==> src/rtl/edge_mon_pkg.sv <==
// Shared types and helpers for the multi-channel edge-event monitor.
package edge_mon_pkg;

    typedef enum logic [1:0] {
        EM_OFF  = 2'd0,
        EM_RISE = 2'd1,
        EM_FALL = 2'd2,
        EM_BOTH = 2'd3
    } edge_mode_e;

    localparam int MAX_SYNC = 3;

    function automatic logic qualify(edge_mode_e mode, logic rise, logic fall);
        unique case (mode)
            EM_RISE: return rise;
            EM_FALL: return fall;
            EM_BOTH: return rise | fall;
            default: return 1'b0;
        endcase
    endfunction

endpackage

==> src/rtl/edge_mon_chan.sv <==
// One monitored channel: synchroniser, edge compare, event pulse, sticky flag
// and saturating event counter.
module edge_mon_chan
    import edge_mon_pkg::*;
#(
    parameter int SYNC_STAGES = 2,
    parameter int CNT_W       = 8
) (
    input  logic             clk,
    input  logic             rst,
    input  logic             en,
    input  logic             sig_in,
    input  edge_mode_e       mode,
    input  logic             clr,
    output logic             edge_pulse,
    output logic             sticky,
    output logic [CNT_W-1:0] evt_cnt,
    output logic             cnt_sat
);

    localparam int STAGES = (SYNC_STAGES > MAX_SYNC) ? MAX_SYNC : SYNC_STAGES;
    localparam logic [CNT_W-1:0] CNT_MAX = '1;

    logic s;
    logic p;
    logic armed;
    logic [STAGES:0] arm_q;

    if (STAGES == 0) begin : g_bypass
        assign s = sig_in;
    end else begin : g_sync
        logic [STAGES-1:0] sync_q;
        // NOTE: sequential state uses non-blocking assignment so every flop
        // samples the pre-edge value of its neighbour.
        always_ff @(posedge clk or posedge rst) begin
            if (rst) begin
                sync_q <= '0;
            end else begin
                sync_q[0] <= sig_in;
                for (int i = 1; i < STAGES; i++) sync_q[i] <= sync_q[i-1];
            end
        end
        assign s = sync_q[STAGES-1];
    end

    // Arming waits until the reset zeros have drained out of the synchroniser,
    // so a level already present at reset release is never seen as an edge.
    always_ff @(posedge clk or posedge rst) begin
        if (rst) begin
            arm_q <= '0;
            p     <= 1'b0;
        end else begin
            arm_q[0] <= 1'b1;
            for (int i = 1; i <= STAGES; i++) arm_q[i] <= arm_q[i-1];
            p <= s;
        end
    end
    assign armed = arm_q[STAGES];

    logic             qual;
    logic             hit;
    logic             sticky_nxt;
    logic [CNT_W-1:0] cnt_nxt;

    // NOTE: every always_comb output gets a default first, so no path can
    // leave a signal unassigned and infer a latch.
    always_comb begin
        qual       = qualify(mode, armed & s & ~p, armed & ~s & p);
        hit        = qual & en;
        sticky_nxt = sticky;
        cnt_nxt    = evt_cnt;
        if (clr) begin
            sticky_nxt = 1'b0;
            cnt_nxt    = '0;
        end
        if (hit) begin
            sticky_nxt = 1'b1;
            if (clr)                  cnt_nxt = CNT_W'(1);
            else if (evt_cnt != CNT_MAX) cnt_nxt = evt_cnt + 1'b1;
        end
    end

    always_ff @(posedge clk or posedge rst) begin
        if (rst) begin
            edge_pulse <= 1'b0;
            sticky     <= 1'b0;
            evt_cnt    <= '0;
            cnt_sat    <= 1'b0;
        end else begin
            edge_pulse <= qual;
            sticky     <= sticky_nxt;
            evt_cnt    <= cnt_nxt;
            cnt_sat    <= (cnt_nxt == CNT_MAX);
        end
    end

endmodule

==> src/rtl/edge_event_monitor.sv <==
// Multi-channel edge-event monitor: NUM_CH independent channels plus an
// aggregate interrupt formed from the registered sticky flags.
module edge_event_monitor
    import edge_mon_pkg::*;
#(
    parameter int NUM_CH      = 4,
    parameter int CNT_W       = 8,
    parameter int SYNC_STAGES = 2
) (
    input  logic                    clk,
    input  logic                    rst,
    input  logic                    en,
    input  logic [NUM_CH-1:0]       sig_in,
    input  logic [2*NUM_CH-1:0]     mode,
    input  logic [NUM_CH-1:0]       clr,
    output logic [NUM_CH-1:0]       edge_pulse,
    output logic [NUM_CH-1:0]       sticky,
    output logic [CNT_W*NUM_CH-1:0] evt_cnt,
    output logic [NUM_CH-1:0]       cnt_sat,
    output logic                    irq
);

    for (genvar i = 0; i < NUM_CH; i++) begin : g_ch
        edge_mon_chan #(
            .SYNC_STAGES(SYNC_STAGES),
            .CNT_W      (CNT_W)
        ) u_chan (
            .clk       (clk),
            .rst       (rst),
            .en        (en),
            .sig_in    (sig_in[i]),
            .mode      (edge_mode_e'(mode[2*i+:2])),
            .clr       (clr[i]),
            .edge_pulse(edge_pulse[i]),
            .sticky    (sticky[i]),
            .evt_cnt   (evt_cnt[CNT_W*i+:CNT_W]),
            .cnt_sat   (cnt_sat[i])
        );
    end

    // Sticky bits are flop outputs, so the OR cannot glitch on input activity.
    assign irq = |sticky;

endmodule

==> config.mk <==
export PLATFORM = sky130hd
export DESIGN_NAME = edge_event_monitor
export DESIGN_NICKNAME = d
export VERILOG_FILES = /design/src/rtl/edge_mon_pkg.sv /design/src/rtl/edge_mon_chan.sv /design/src/rtl/edge_event_monitor.sv
export SDC_FILE = /design/constraint.sdc
export NUM_CORES = 1
export LEC_CHECK = 0
export ABC_AREA = 1
export CORE_MARGIN = 4
export CORE_UTILIZATION = 53
export CTS_BUF_LIST = sky130_fd_sc_hd__clkbuf_16
export CTS_CLUSTER_DIAMETER = 100
export DETAILED_ROUTE_END_ITERATION = 16
export GPL_TIMING_DRIVEN = 1
export MAX_ROUTING_LAYER = met4
export PLACE_DENSITY = 0.92
export SLEW_MARGIN = 40
export SYNTH_ARGS = -nofsm -noshare
export SYNTH_HDL_FRONTEND = slang
export SYNTH_SLANG_ARGS = --single-unit
==> constraint.sdc <==
create_clock -name clk -period 1.9 [get_ports clk]
set_input_delay 0.285 -clock clk [delete_from_list [all_inputs] [get_ports clk]]
set_output_delay 0.285 -clock clk [all_outputs]
set_load 0.01 [all_outputs]
==> results_dict.tcl, run 1 <==
set metrics [dict create \
    outcome "finished, final reports clean" \
    cp.required_ns 2.15 \
    num_vias 3345 \
    finalCritPeriodShare_pct 90.5 \
    worstHoldPathType "primary input to asynchronous set/reset pin" \
    crit_arrival_ns 1.97 \
    area_growth_pct 27.4 \
    maxCapViolCount 0 \
    cp_cell_sequence "ha_1 > nand2_2 > nor2_4 > nand2_2 > nand2_1 > nand3_1 > o21a_1 > nor2_1 > nand2_1 > nor2_1" \
    synth_compound_area_share_pct 5.10 \
    syn_inst 486 \
    cts_tree "built" \
    cts.path.max_buffers 2 \
    gp_congestion 0.866 \
    drv_slew 0 \
    synthFlopType "dfrtp_1" \
    cts_setup_buffers 0 \
    power_mw 2.93 \
    skew_ns 0.00461 \
    yosys-mux-area-fraction_pct 0 \
    drcViolationCount 0 \
    die_w_um 89.1 \
    synth_adder_area_share_pct 1.44 \
    vdd_drop_max_mv 0.555 \
    clk_latency_ns 0.32 \
    final_common_cell "nand2_1" \
    synth_area_sq_um 3480 \
    numCtsBuffers 9 \
    htree_levels 3 \
    p_leak_nw 2.34 \
    drt_iter0_markers 145 \
    drt-vias-per-instance 5.29 \
    ant_nets 0 \
    synth_simple_gate_area_share_pct 38.9 \
    syn_nets 509 \
    core_region_area_sq_um 6350 \
    diodes 0 \
    synth.ff_latch_count 59 \
    die_h_um 89.1 \
    row_count 29 \
    cts.sinks 59 \
    hold_viol_final 0 \
    post_synth.cell_area_avg_sq_um 7.17 \
    power.density_nw_per_um2 661 \
    synth_edf_count 0 \
    grt_pass1_vias 3309 \
    ys_warn_count 0 \
    clkTransAtPathRegs_ns 0.05 \
    antenna_found_initial 0 \
    setup_viol 0 \
    overflow 0 \
    grt_start_max_net_pins 60 \
    grt_pass1_wl_um 14200 \
    path_max_fanout 7 \
    ys_seq_area_share_pct 42.4 \
    synth_xor_area_share_pct 0.251 \
    slowest_delay_ns 0.43 \
    worstSetupPathType "register to register" \
    synth_cell_types 30 \
    placed_cell_area_sq_um 4180 \
    port-buffer-count 63 \
    cpMaxStageDelayCell "dfrtp_1" \
    stdcell_area_sq_um 4440 \
    endpoint_kind "register" \
    start_kind "register" \
    synth_top_family_by_area "simple AND/OR/NAND/NOR gates" \
    synthArstFlopShare_pct 100 \
    rsz0062_at_grt "no" \
    drive_gt1_share_pct 8.83 \
    wl_per_cell_um 13.1 \
    drt-total-wl_um 8260 \
    root_buffer "clkbuf_16" \
    grtUsageTotal_pct 23.5 \
    fmax_ghz 0.582 \
    period_minus_slack_ns 1.72 \
    boundaryPins 64 \
    finalNetCount 573 \
    initial_core_util_pct 54.9 \
    firstDrtPassIters 4 \
    die_area_sq_um 7940 \
    dp_hpwl_um 6150 \
    final_cell_mix "132 x nand2_1, 74 x nand3_1, 68 x inv_1" \
]
cells in the mapped netlist (6+ instances only):
master / n / share of area (%)
nand2_1: 132 / 14
nand3_1: 74 / 11
inv_1: 67 / 7.2
dfrtp_1: 59 / 42
nor2_1: 55 / 5.9
nand4_1: 14 / 2.5
buf_4: 13 / 2.8
nand2_2: 9 / 1.6
buf_2: 7 / 1.0
o21ai_0: 7 / 1.0
inv_2: 6 / 0.65
o21ai_1: 6 / 0.86
sequential cells by signal, summed over array words and instances, names as in the netlist:
register	cells
g_ch.u_chan.edge_pulse	4
g_ch.u_chan.arm_q	3
g_ch.u_chan.cnt_sat	4
g_ch.u_chan.p	4
g_ch.u_chan.g_sync.sync_q	8
g_ch.u_chan.sticky	4
g_ch.u_chan.evt_cnt	32
worst paths after layout:
kind                                                startpoint                                  end  slack, ns  cells past startpoint
setup reg to reg           g_ch[2].u_chan.evt_cnt[1]$_DFF_PP0_     g_ch[2].u_chan.cnt_sat$_DFF_PP0_       0.18                     10
hold reg to reg              g_ch[3].u_chan.arm_q[0]$_DFF_PP0_    g_ch[3].u_chan.arm_q[1]$_DFF_PP0_       0.35                      0
min in group clk             g_ch[3].u_chan.arm_q[0]$_DFF_PP0_    g_ch[3].u_chan.arm_q[1]$_DFF_PP0_       0.35                      0
hold / removal                                             rst  g_ch[2].u_chan.evt_cnt[0]$_DFF_PP0_       0.35                      3
max in group asynchronous                                  rst  g_ch[3].u_chan.evt_cnt[0]$_DFF_PP0_       1.30                      3
setup / recovery           g_ch[2].u_chan.evt_cnt[1]$_DFF_PP0_     g_ch[2].u_chan.cnt_sat$_DFF_PP0_       0.18                     10
per-layer routing:
layer	global-route usage (%)	part of all wire, %	routed length [um]
met2	39.0	50	4170
met4	10.6	1.8	145
met5	-	0	0
met1	27.6	42	3460
met3	4.70	6.0	492
metrics by stage:
step | instances | utilization [%] | setup TNS (ns) | hold slack (ns) | setup WS [ns]
2_1_floorplan | 486 | - | 0 | 0.316 | 0.159
3_3_place_gp | 616 | 65.9 | 0 | 0.332 | 0.0420
3_5_place_dp | 616 | 65.9 | -0.0545 | 0.335 | -0.0365
4_1_cts | 632 | 69.9 | 0 | 0.350 | 0.143
5_1_grt | 632 | 69.9 | 0 | 0.359 | 0.00492
6_report | 632 | 69.9 | 0 | 0.347 | 0.181
logic make-up (layout without fill, tap and decap cells):
family | count (synthesis) | after routing
xor+xnor | 1 | 1
buf+inv | 95 | 164
flops | 59 | 59
compound gates | 29 | 29
simple gates | 297 | 297
fa+ha+maj | 4 | 4
other cells | 1 | 1
what timing repair did:
action / 4_1_cts / 5_1_grt
gates resized for setup: 0 / 1
hold buffers: 0 / 0
setup endpoints to repair: 0 / 1
area by class of cell:
class	instances	area, sq um
clock buffer	9	225
clock inverter	7	27.5
fill	511	1910
inverter	74	278
multi-input combinational	332	1600
sequential	59	1480
tap	77	96.3
timing repair buffer	74	738
report_power, final:
group          internal (mW)  total [mW]  switching, mW
combinational          0.122       0.265          0.143
sequential              1.30        1.32         0.0260
clock                  0.847        1.35          0.499
total                   2.27        2.93          0.668
worst max-delay path, delay by kind of cell, from the launching register on:
kind            cells  cell delay, ns
flops               1            0.43
compound gates      1            0.20
fa+ha+maj           1            0.22
simple gates        8            0.81
Note: power is estimated with default switching activity, not from simulation.
==> run 2, diff against run 1 <==
--- a/config.mk
+++ b/config.mk
@@ -6,11 +6,14 @@
 export NUM_CORES = 1
 export LEC_CHECK = 0
 export ABC_AREA = 1
+export CELL_PAD_IN_SITES_DETAIL_PLACEMENT = 1
+export CELL_PAD_IN_SITES_GLOBAL_PLACEMENT = 1
 export CORE_MARGIN = 4
-export CORE_UTILIZATION = 53
+export CORE_UTILIZATION = 38
 export CTS_BUF_LIST = sky130_fd_sc_hd__clkbuf_16
 export CTS_CLUSTER_DIAMETER = 100
 export DETAILED_ROUTE_END_ITERATION = 16
+export GPL_ROUTABILITY_DRIVEN = 1
 export GPL_TIMING_DRIVEN = 1
 export MAX_ROUTING_LAYER = met4
 export PLACE_DENSITY = 0.92
==> results_dict.tcl, run 2 (synthesis results as in run 1) <==
set metrics [dict create \
    row_count 34 \
    root_buffer "clkbuf_16" \
    endpoint_kind "register" \
    gp_congestion 0.869 \
    maxCapViolCount 0 \
    drt_iter0_markers 118 \
    p_leak_nw 2.41 \
    postCtsHoldBufs 0 \
    outcome "finished, final reports clean" \
    grtUsageTotal_pct 21.2 \
    fmax_ghz 0.557 \
    ant_nets 0 \
    firstDrtPassIters 4 \
    final_common_cell "nand2_1" \
    htree_levels 3 \
    r2r-start "g_ch[1].u_chan.evt_cnt[1]$_DFF_PP0_" \
    final_cell_mix "132 x nand2_1, 74 x nand3_1, 66 x inv_1" \
    die_area_sq_um 10800 \
    drv_slew 0 \
    largest_reg_flops 32 \
    cp.required_ns 2.15 \
    power_mw 3.32 \
    numCtsBuffers 9 \
    die_w_um 104 \
    antenna_found_initial 0 \
    cts_tree "built" \
    crit_arrival_ns 2.05 \
    worstSetupPathType "register to register" \
    path_max_fanout 7 \
    grt_pass1_vias 3724 \
    drt-vias-per-instance 5.18 \
    cts.sinks 59 \
    grt_start_max_net_pins 60 \
    diodes 0 \
    core_region_area_sq_um 8810 \
    period_minus_slack_ns 1.80 \
    drive_gt1_share_pct 12.6 \
    overflow 0 \
    power.density_nw_per_um2 718 \
    final.setup.tns_ns 0 \
    reg.largest.list "g_ch.u_chan.evt_cnt: 32 flops, g_ch.u_chan.g_sync.sync_q: 8 flops" \
    fillers 1113 \
    crit_start "g_ch[1].u_chan.evt_cnt[1]$_DFF_PP0_" \
    clk_latency_ns 0.33 \
    grt_pass1_wl_um 18200 \
    setup_viol 0 \
    drcViolationCount 0 \
    top_register "g_ch.u_chan.evt_cnt" \
    cts.path.max_buffers 2 \
    initial_core_util_pct 39.6 \
    hold_viol_final 0 \
    die_h_um 104 \
    finalCritPeriodShare_pct 94.5 \
    drt-total-wl_um 10900 \
    worstHoldPathType "primary input to asynchronous set/reset pin" \
    wl_per_cell_um 16.2 \
    start_kind "register" \
    dp_hpwl_um 7550 \
    area_growth_pct 32.5 \
    port-buffer-count 63 \
    vdd_drop_max_mv 0.643 \
    finalNetCount 583 \
    clkTransAtPathRegs_ns 0.06 \
    skew_ns 0.00880 \
    num_vias 3489 \
    boundaryPins 64 \
]
[run 2: cell types whose count changed in the layout (fill, tap and decap cells not counted), sizes merged]
cell    delta
inv        -2
bufinv     +2
buf       +10
[run 2: timing repair]
| item | CTS | global route |
|---|---|---|
| gates resized for setup | 0 | 10 |
| buffers inserted | 0 | 6 |
| hold endpoints to repair | 0 | 0 |
| endpoints found under the setup margin | 0 | 2 |
[run 2: worst max-delay path, stage by stage, from the launching register on]
cell and delay (ns):
dfrtp_2 0.39, ha_2 0.19, nand2_2 0.10, nor2_4 0.21, nand2_4 0.11, nand2_1 0.08, nand3_1 0.07, o21a_1 0.20
nor2_1 0.13, nand2_1 0.11, nor2_2 0.12
[run 2: area by class of cell]
type / count / area [sq um] / share of cell area (%)
clock buffers: 9 / 225 / 4.88
inverters: 74 / 278 / 6.02
flip-flops and latches: 59 / 1480 / 32.1
clock inverters: 7 / 82.6 / 1.79
well taps: 108 / 135 / 2.93
repair buffers: 84 / 801 / 17.3
multi-input cells: 332 / 1610 / 35.0
[run 2: per-layer routing]
metal  routed length (um)  global-route usage [%]
met1                 4450                    23.3
met2                 5830                    38.2
met3                  406                    5.04
met4                  214                    6.27
met5                    0                       -
[run 2: final timing paths]
check	cells past startpoint	endpoint	slack (ns)
setup reg to reg	10	g_ch[1].u_chan.cnt_sat$_DFF_PP0_	0.10
hold reg to reg	0	g_ch[2].u_chan.g_sync.sync_q[1]$_DFF_PP0_	0.35
setup / recovery	10	g_ch[1].u_chan.cnt_sat$_DFF_PP0_	0.10
min in group clk	0	g_ch[2].u_chan.g_sync.sync_q[1]$_DFF_PP0_	0.35
hold / removal	3	g_ch[1].u_chan.evt_cnt[2]$_DFF_PP0_	0.34
max in group asynchronous	3	g_ch[0].u_chan.evt_cnt[1]$_DFF_PP0_	1.27
[run 2: metrics by stage]
stage	instances	setup slack [ns]	instance area, sq um	hold WS (ns)	utilization (%)
detailed placement	651	-0.0527	4240	0.337	48.1
CTS	667	0.00703	4550	0.350	51.6
global route	673	-0.0321	4620	0.354	52.4
global placement	651	0.0471	4240	0.332	48.1
floorplan	486	0.159	3480	0.316	-
finish	673	0.104	4620	0.338	52.4
[run 2: power by group]
group          internal (mW)  leakage (nW)  switching (mW)
Sequential              1.29         0.776          0.0254
Combinational          0.131          1.48           0.157
Clock                   1.13         0.154           0.576
Total                   2.56          2.41           0.759
==> run 3, diff against run 2 <==
--- a/config.mk
+++ b/config.mk
@@ -21,3 +21,4 @@
 export SYNTH_ARGS = -nofsm -noshare
 export SYNTH_HDL_FRONTEND = slang
 export SYNTH_SLANG_ARGS = --single-unit
+export TNS_END_PERCENT = 10
==> results of run 3 <==
The final DEF is identical to that of run 2; final timing and power are the same.
